--- config.mk ---
export PLATFORM = sky130hd
export DESIGN_NAME = jtexterm_rom_arb
export DESIGN_NICKNAME = d
export VERILOG_FILES = /design/src/rtl/jtexterm_rom_arb.sv
export SDC_FILE = /design/constraint.sdc
export NUM_CORES = 1
export LEC_CHECK = 0
export CAP_MARGIN = 40
export CELL_PAD_IN_SITES_DETAIL_PLACEMENT = 1
export CELL_PAD_IN_SITES_GLOBAL_PLACEMENT = 1
export CORE_MARGIN = 2
export CORE_UTILIZATION = 36
export CTS_CLUSTER_DIAMETER = 40
export CTS_CLUSTER_SIZE = 12
export DETAILED_ROUTE_END_ITERATION = 10
export MAX_ROUTING_LAYER = met4
export PLACE_DENSITY = 0.88
export SLEW_MARGIN = 20
export SYNTH_ARGS = -nofsm -noshare
export SYNTH_HDL_FRONTEND = slang
export SYNTH_SLANG_ARGS = --single-unit
--- constraint.sdc ---
create_clock -name clk -period 2.5 [get_ports clk]
set_clock_uncertainty 0.1 [all_clocks]
set_input_delay 0.375 -clock clk [delete_from_list [all_inputs] [get_ports clk]]
set_output_delay 0.375 -clock clk [all_outputs]
set_load 0.01 [all_outputs]
--- src/rtl/jtexterm_rom_arb.sv ---
// Read-only SDRAM bank arbiter for main CPU, sub CPU and gfx ROM ports; packs 16-bit words into 8/32-bit results.
// Optional JTEXTERM_ROUNDROBIN_EN selects round-robin grant instead of fixed gfx > main > sub priority.
module jtexterm_rom_arb #(
  parameter int          MAIN_AW     = 17,
  parameter int          SUB_AW      = 16,
  parameter int          GFX_AW      = 20,
  parameter logic [21:0] MAIN_OFFSET = 22'h00000,
  parameter logic [21:0] SUB_OFFSET  = 22'h10000,
  parameter logic [21:0] GFX_OFFSET  = 22'h20000
) (
  input  logic              clk,
  input  logic              rst,
  input  logic              downloading,
  input  logic              main_cs,
  input  logic [MAIN_AW-1:0] main_addr,
  output logic [7:0]        main_data,
  output logic              main_ok,
  input  logic              sub_cs,
  input  logic [SUB_AW-1:0] sub_addr,
  output logic [7:0]        sub_data,
  output logic              sub_ok,
  input  logic              gfx_cs,
  input  logic [GFX_AW-1:0] gfx_addr,
  output logic [31:0]       gfx_data,
  output logic              gfx_ok,
  output logic [21:0]       ba_addr,
  output logic              ba_rd,
  input  logic              ba_ack,
  input  logic              ba_dok,
  input  logic              ba_rdy,
  input  logic [15:0]       data_read
);
  typedef enum logic [1:0] {ST_IDLE, ST_REQ, ST_DATA} state_t;
  localparam logic [1:0] G_MAIN = 2'd0, G_SUB = 2'd1, G_GFX = 2'd2;

  state_t             state_q;
  logic [1:0]         sel_q;
  logic               first_q;
  logic               ba_rd_q;
  logic [21:0]        ba_addr_q;
  logic [MAIN_AW-1:0] main_addr_q;
  logic [SUB_AW-1:0]  sub_addr_q;
  logic [GFX_AW-1:0]  gfx_addr_q;
  logic [7:0]         main_data_q, sub_data_q;
  logic [31:0]        gfx_data_q;
  logic               main_vld_q, sub_vld_q, gfx_vld_q;

  logic        main_hit, sub_hit, gfx_hit;
  logic [2:0]  pend;
  logic        gnt_any, grant_go;
  logic [1:0]  gnt_sel;
  logic [21:0] gnt_wa;

  assign main_hit = main_vld_q && (main_addr_q == main_addr);
  assign sub_hit  = sub_vld_q  && (sub_addr_q  == sub_addr);
  assign gfx_hit  = gfx_vld_q  && (gfx_addr_q  == gfx_addr);
  assign main_ok  = main_cs && main_hit;
  assign sub_ok   = sub_cs  && sub_hit;
  assign gfx_ok   = gfx_cs  && gfx_hit;
  assign pend     = {gfx_cs && !gfx_hit, sub_cs && !sub_hit, main_cs && !main_hit};
  assign gnt_any  = |pend;
  assign grant_go = (state_q == ST_IDLE) && gnt_any && !downloading;

  assign main_data = main_data_q;
  assign sub_data  = sub_data_q;
  assign gfx_data  = gfx_data_q;
  assign ba_rd     = ba_rd_q;
  assign ba_addr   = ba_addr_q;

`ifdef JTEXTERM_ROUNDROBIN_EN
  logic [1:0] last_q;

  // Search starts just after the last granted requester.
  always_comb begin
    case (last_q)
      G_MAIN:  gnt_sel = pend[1] ? G_SUB  : (pend[2] ? G_GFX  : G_MAIN);
      G_SUB:   gnt_sel = pend[2] ? G_GFX  : (pend[0] ? G_MAIN : G_SUB);
      default: gnt_sel = pend[0] ? G_MAIN : (pend[1] ? G_SUB  : G_GFX);
    endcase
  end

  always_ff @(posedge clk) begin
    if (rst)           last_q <= G_GFX;
    else if (grant_go) last_q <= gnt_sel;
  end
`else
  always_comb begin
    gnt_sel = pend[2] ? G_GFX : (pend[0] ? G_MAIN : G_SUB);
  end
`endif

  always_comb begin
    case (gnt_sel)
      G_MAIN:  gnt_wa = 22'(main_addr[MAIN_AW-1:1]) + MAIN_OFFSET;
      G_SUB:   gnt_wa = 22'(sub_addr[SUB_AW-1:1]) + SUB_OFFSET;
      default: gnt_wa = 22'({gfx_addr, 1'b0}) + GFX_OFFSET;
    endcase
  end

  always_ff @(posedge clk) begin
    if (rst) begin
      state_q     <= ST_IDLE;
      sel_q       <= G_MAIN;
      first_q     <= 1'b0;
      ba_rd_q     <= 1'b0;
      ba_addr_q   <= '0;
      main_addr_q <= '0;
      sub_addr_q  <= '0;
      gfx_addr_q  <= '0;
      main_data_q <= '0;
      sub_data_q  <= '0;
      gfx_data_q  <= '0;
      main_vld_q  <= 1'b0;
      sub_vld_q   <= 1'b0;
      gfx_vld_q   <= 1'b0;
    end else begin
      if (downloading) begin
        main_vld_q <= 1'b0;
        sub_vld_q  <= 1'b0;
        gfx_vld_q  <= 1'b0;
      end
      case (state_q)
        ST_IDLE: if (grant_go) begin
          state_q   <= ST_REQ;
          ba_rd_q   <= 1'b1;
          ba_addr_q <= gnt_wa;
          sel_q     <= gnt_sel;
          first_q   <= 1'b1;
          // The grant-time address is what gets stored; the old result is dropped now.
          case (gnt_sel)
            G_MAIN:  begin main_addr_q <= main_addr; main_vld_q <= 1'b0; end
            G_SUB:   begin sub_addr_q  <= sub_addr;  sub_vld_q  <= 1'b0; end
            default: begin gfx_addr_q  <= gfx_addr;  gfx_vld_q  <= 1'b0; end
          endcase
        end
        ST_REQ: if (ba_ack) begin
          ba_rd_q <= 1'b0;
          state_q <= ST_DATA;
        end
        default: begin
          if (ba_dok) begin
            first_q <= 1'b0;
            case (sel_q)
              G_MAIN:  if (first_q) main_data_q <= main_addr_q[0] ? data_read[15:8] : data_read[7:0];
              G_SUB:   if (first_q) sub_data_q  <= sub_addr_q[0]  ? data_read[15:8] : data_read[7:0];
              default: if (first_q) gfx_data_q[15:0] <= data_read;
                       else         gfx_data_q[31:16] <= data_read;
            endcase
          end
          if (ba_rdy) begin
            state_q <= ST_IDLE;
            case (sel_q)
              G_MAIN:  main_vld_q <= !downloading;
              G_SUB:   sub_vld_q  <= !downloading;
              default: gfx_vld_q  <= !downloading;
            endcase
          end
        end
      endcase
    end
  end
endmodule

==> parameters.txt <==
Parameter                              Value

Logic synthesis
  Synth warn    0
  Share of synthesized area occupied by flip-flops and latches    45.76%
  Syn_area_per_cell    8.454 sq um
  Flip-flop and latch count after synthesis    132
  Top cells by area, synth    dfxtp_1, nand2_1, a21oi_1
  Yosys cell types    36
  Mapped cell area    5774 sq um
  Most frequently used flop master after synthesis    dfxtp_1
  EDFF count, synth    0
  Syn Inst Count    683
  Portion of synthesized cell area occupied by the leading cell type    45.76%
  Synth Net Count    762
  Cell type contributing the most total cell area after synthesis    dfxtp_1
  Async S/R FF share, synth    0%

Power
  Overall power consumption    5.426 mW
  Static Leakage    3.436 nW
  Power Dens Cells    607.1 nW/um^2
  Peak VDD IR    0.4775 mV

Timing
  Worst Setup Slack, final    -193.2 ps
  Remaining max-slew budget at the tightest pin    50.78%
  Tcrit/Tclk final    107.7%
  Worst slew pin tran    738.3 ps
  Number of setup violations in the final report    79
  Final Max Tran Viols    0
  Highest achievable clock rate    0.3713 GHz
  Unrepaired setup endpoints after global routing    yes
  Post-route minimum period    2693 ps
  Post-route setup TNS    -8206 ps
  Final count of hold timing violations    0

CTS
  CTS root buffer    clkbuf_16
  Maximum clock insertion buffer count    2
  Insertion delay of the later-clocked pin in the worst-skew pair    430 ps
  TritonCTS clock tree    yes
  Clock slew at the register clock pins of the worst setup and hold paths    60 ps
  Number of hold buffers added after cts    0
  CTS H-Tree Depth    4
  Clock net sink count    132
  Total CTS buffers    17

Die
  Starting density of the core    36.62%
  Core Rows    46
  Die Height    130.6 um
  Floorplan core area    15,770 sq um
  Top-Level Pins    152
  Die Width    130.6 um
  Die Footprint    17,070 sq um

Cells and area
  Fill cells    1,817
  Layout Nets    977
  Fraction of layout cells with a size suffix above 1    18.06%
  Area Growth Syn to Fin    54.78%
  Multi-input gate area in the final layout    3107 sq um
  Antenna cells    0
  Total area of sequential cells    2649 sq um

Global routing
  Global-route met3 utilization    5.619%
  Maximum number of pins on one net before global-route repair    50
  Global Route met1 Usage    35.58%
  First-pass GRT wire length    38,440 um
  Number of antenna violations at the first check in global routing    0
  Combined global-route utilization of all metal layers    31.15%
  Total congestion overflow    0
  Highest-utilization routing layer at the global route stage    met2
  Via count of the first global-routing pass    6,582
  Met2 Usage GRT    52.33%

Route
  Wire length per cell    23.07 um
  Post-detailed-routing wire length    25,930 um
  Count of nets left with antenna violations after detail routing    0
  Detailed Routing Iterations Pass 1    5
  Remaining design rule violation count    0
  Vias/cell    5.467
  Number of vias in the routed layout    6,145
  Number of DRC markers after the initial detailed-route iteration    388

Setup path
  Data required time at the worst endpoint    2710 ps
  Type of the worst setup path    flop to flop
  Largest fanout on the critical path    8
  Launching element type of the critical path    flop
  Element type at the critical path end    flop
  Arr. time, crit path    2900 ps

Place
  Input/output buffers    151
  Weighted congestion reported at the end of routability-driven placement    0.8253
  Total half-perimeter wirelength after legalization and detailed placement    15,160 um

Hold path
  HP Class    primary input to flop

Run
  Number of maximum-capacitance constraint violations    0

Status
  Status    finished, violations left
  Violated checks    setup timing
## kinds of logic after synthesis
group	count (synthesis)	synth area share, %
simple gates	264	19.22
compound gates	133	13.87
flops	132	45.76
xor+xnor	55	8.342
buf+inv	50	4.247
mux	48	8.342
fa+ha+maj	1	0.2167
## sequential cells by signal (all words and copies together) (netlist names), 2 cells and up
register / cells
gfx_addr_q: 20
state_q: 2
sel_q: 2
main_data: 8
main_addr_q: 17
ba_addr: 22
sub_addr_q: 16
gfx_data: 32
sub_data: 8
## area by class of cell
cell class | count | area share (%)
Clock inverter | 5 | 0.5880
Clock buffer | 24 | 5.390
Multi-Input combinational cell | 501 | 34.76
Timing Repair Buffer | 241 | 26.39
Inverter | 5 | 0.2100
Sequential cell | 132 | 29.64
Tap cell | 216 | 3.024
## metrics by stage
stage	instance area, sq um	setup slack (ps)	utilization, %	hold WS [ps]	instances
2_1_floorplan	5774	230.6	-	348.1	683
3_5_place_dp	8014	-527.7	50.82	351.8	1081
4_1_cts	8798	-60.02	55.79	300.3	1121
6_report	8937	-193.2	56.67	221.2	1124
3_3_place_gp	8014	-367.1	50.82	342.6	1081
5_1_grt	8937	-269.5	56.67	234.0	1124
## cell usage after synthesis, drive strengths merged (2+ instances only)
| master | number |
|---|---|
| nor2 | 58 |
| nor2b | 2 |
| xnor2 | 14 |
| mux2i | 47 |
| buf | 17 |
| xor2 | 41 |
| a211o | 14 |
| nor4 | 15 |
| nand2 | 159 |
| nand2b | 3 |
| a211oi | 16 |
| nor3 | 9 |
| clkbuf | 28 |
| inv | 5 |
| dfxtp | 132 |
| nand3 | 8 |
| a21oi | 95 |
| nand4 | 3 |
| a31oi | 2 |
## worst max-delay path: stages (launching register included)
cell	delay, ps
dfxtp_2	330
xor2_1	170
nor4_2	290
nand4_1	210
buf_4	200
o31ai_4	230
buf_6	160
and4bb_2	320
buf_8	180
mux2i_4	300
nor2_4	80
## layout by cell type (no fill, tap or decap), drive strengths merged, types with 5 or more instances in the layout
cell type,n
buf,92
a211oi,16
xor2,41
dfxtp,132
clkdlybuf4s50,126
dlymetal6s2s,10
a21oi,95
nand2,159
clkbuf,26
nand3,8
mux2i,47
dlygate4sd2,11
nor4,15
nor3,9
inv,5
nor2,58
a211o,14
xnor2,14
## worst paths after layout
check / start / endpoint / slack (ps) / cells past startpoint
hold reg to reg: gfx_data[2]$_SDFFE_PP0P_ / gfx_data[2]$_SDFFE_PP0P_ / 360 / 2
setup reg to reg: gfx_addr_q[1]$_SDFFE_PP0P_ / sub_addr_q[15]$_SDFFE_PP0P_ / -190 / 10
hold / removal: gfx_addr[14] / gfx_addr_q[14]$_SDFFE_PP0P_ / 220 / 3
setup / recovery: gfx_addr_q[1]$_SDFFE_PP0P_ / sub_addr_q[15]$_SDFFE_PP0P_ / -190 / 10
## routing by layer
layer	share of wire [%]	routed length, um	vias to the layer above
met4	4.6	1196	0
met3	4.4	1144	86
met5	0	0	-
li1	-	-	2744
met1	40	10400	3064
met2	51	13180	251
## power breakdown
part	internal (mW)	leakage, nW	switching, mW	total [mW]
sequential	2.17	1.07	0.0557	2.23
combinational	0.402	2.10	0.429	0.830
clock	1.42	0.262	0.947	2.37
total	4.00	3.44	1.43	5.43
## repair_timing
action,4_1_cts,5_1_grt
cloned,2,1
resized for setup,56,35
pin swaps,20,17
setup endpoints to repair,82,84
setup buffers,10,3
(Power assumes the default switching activity.)
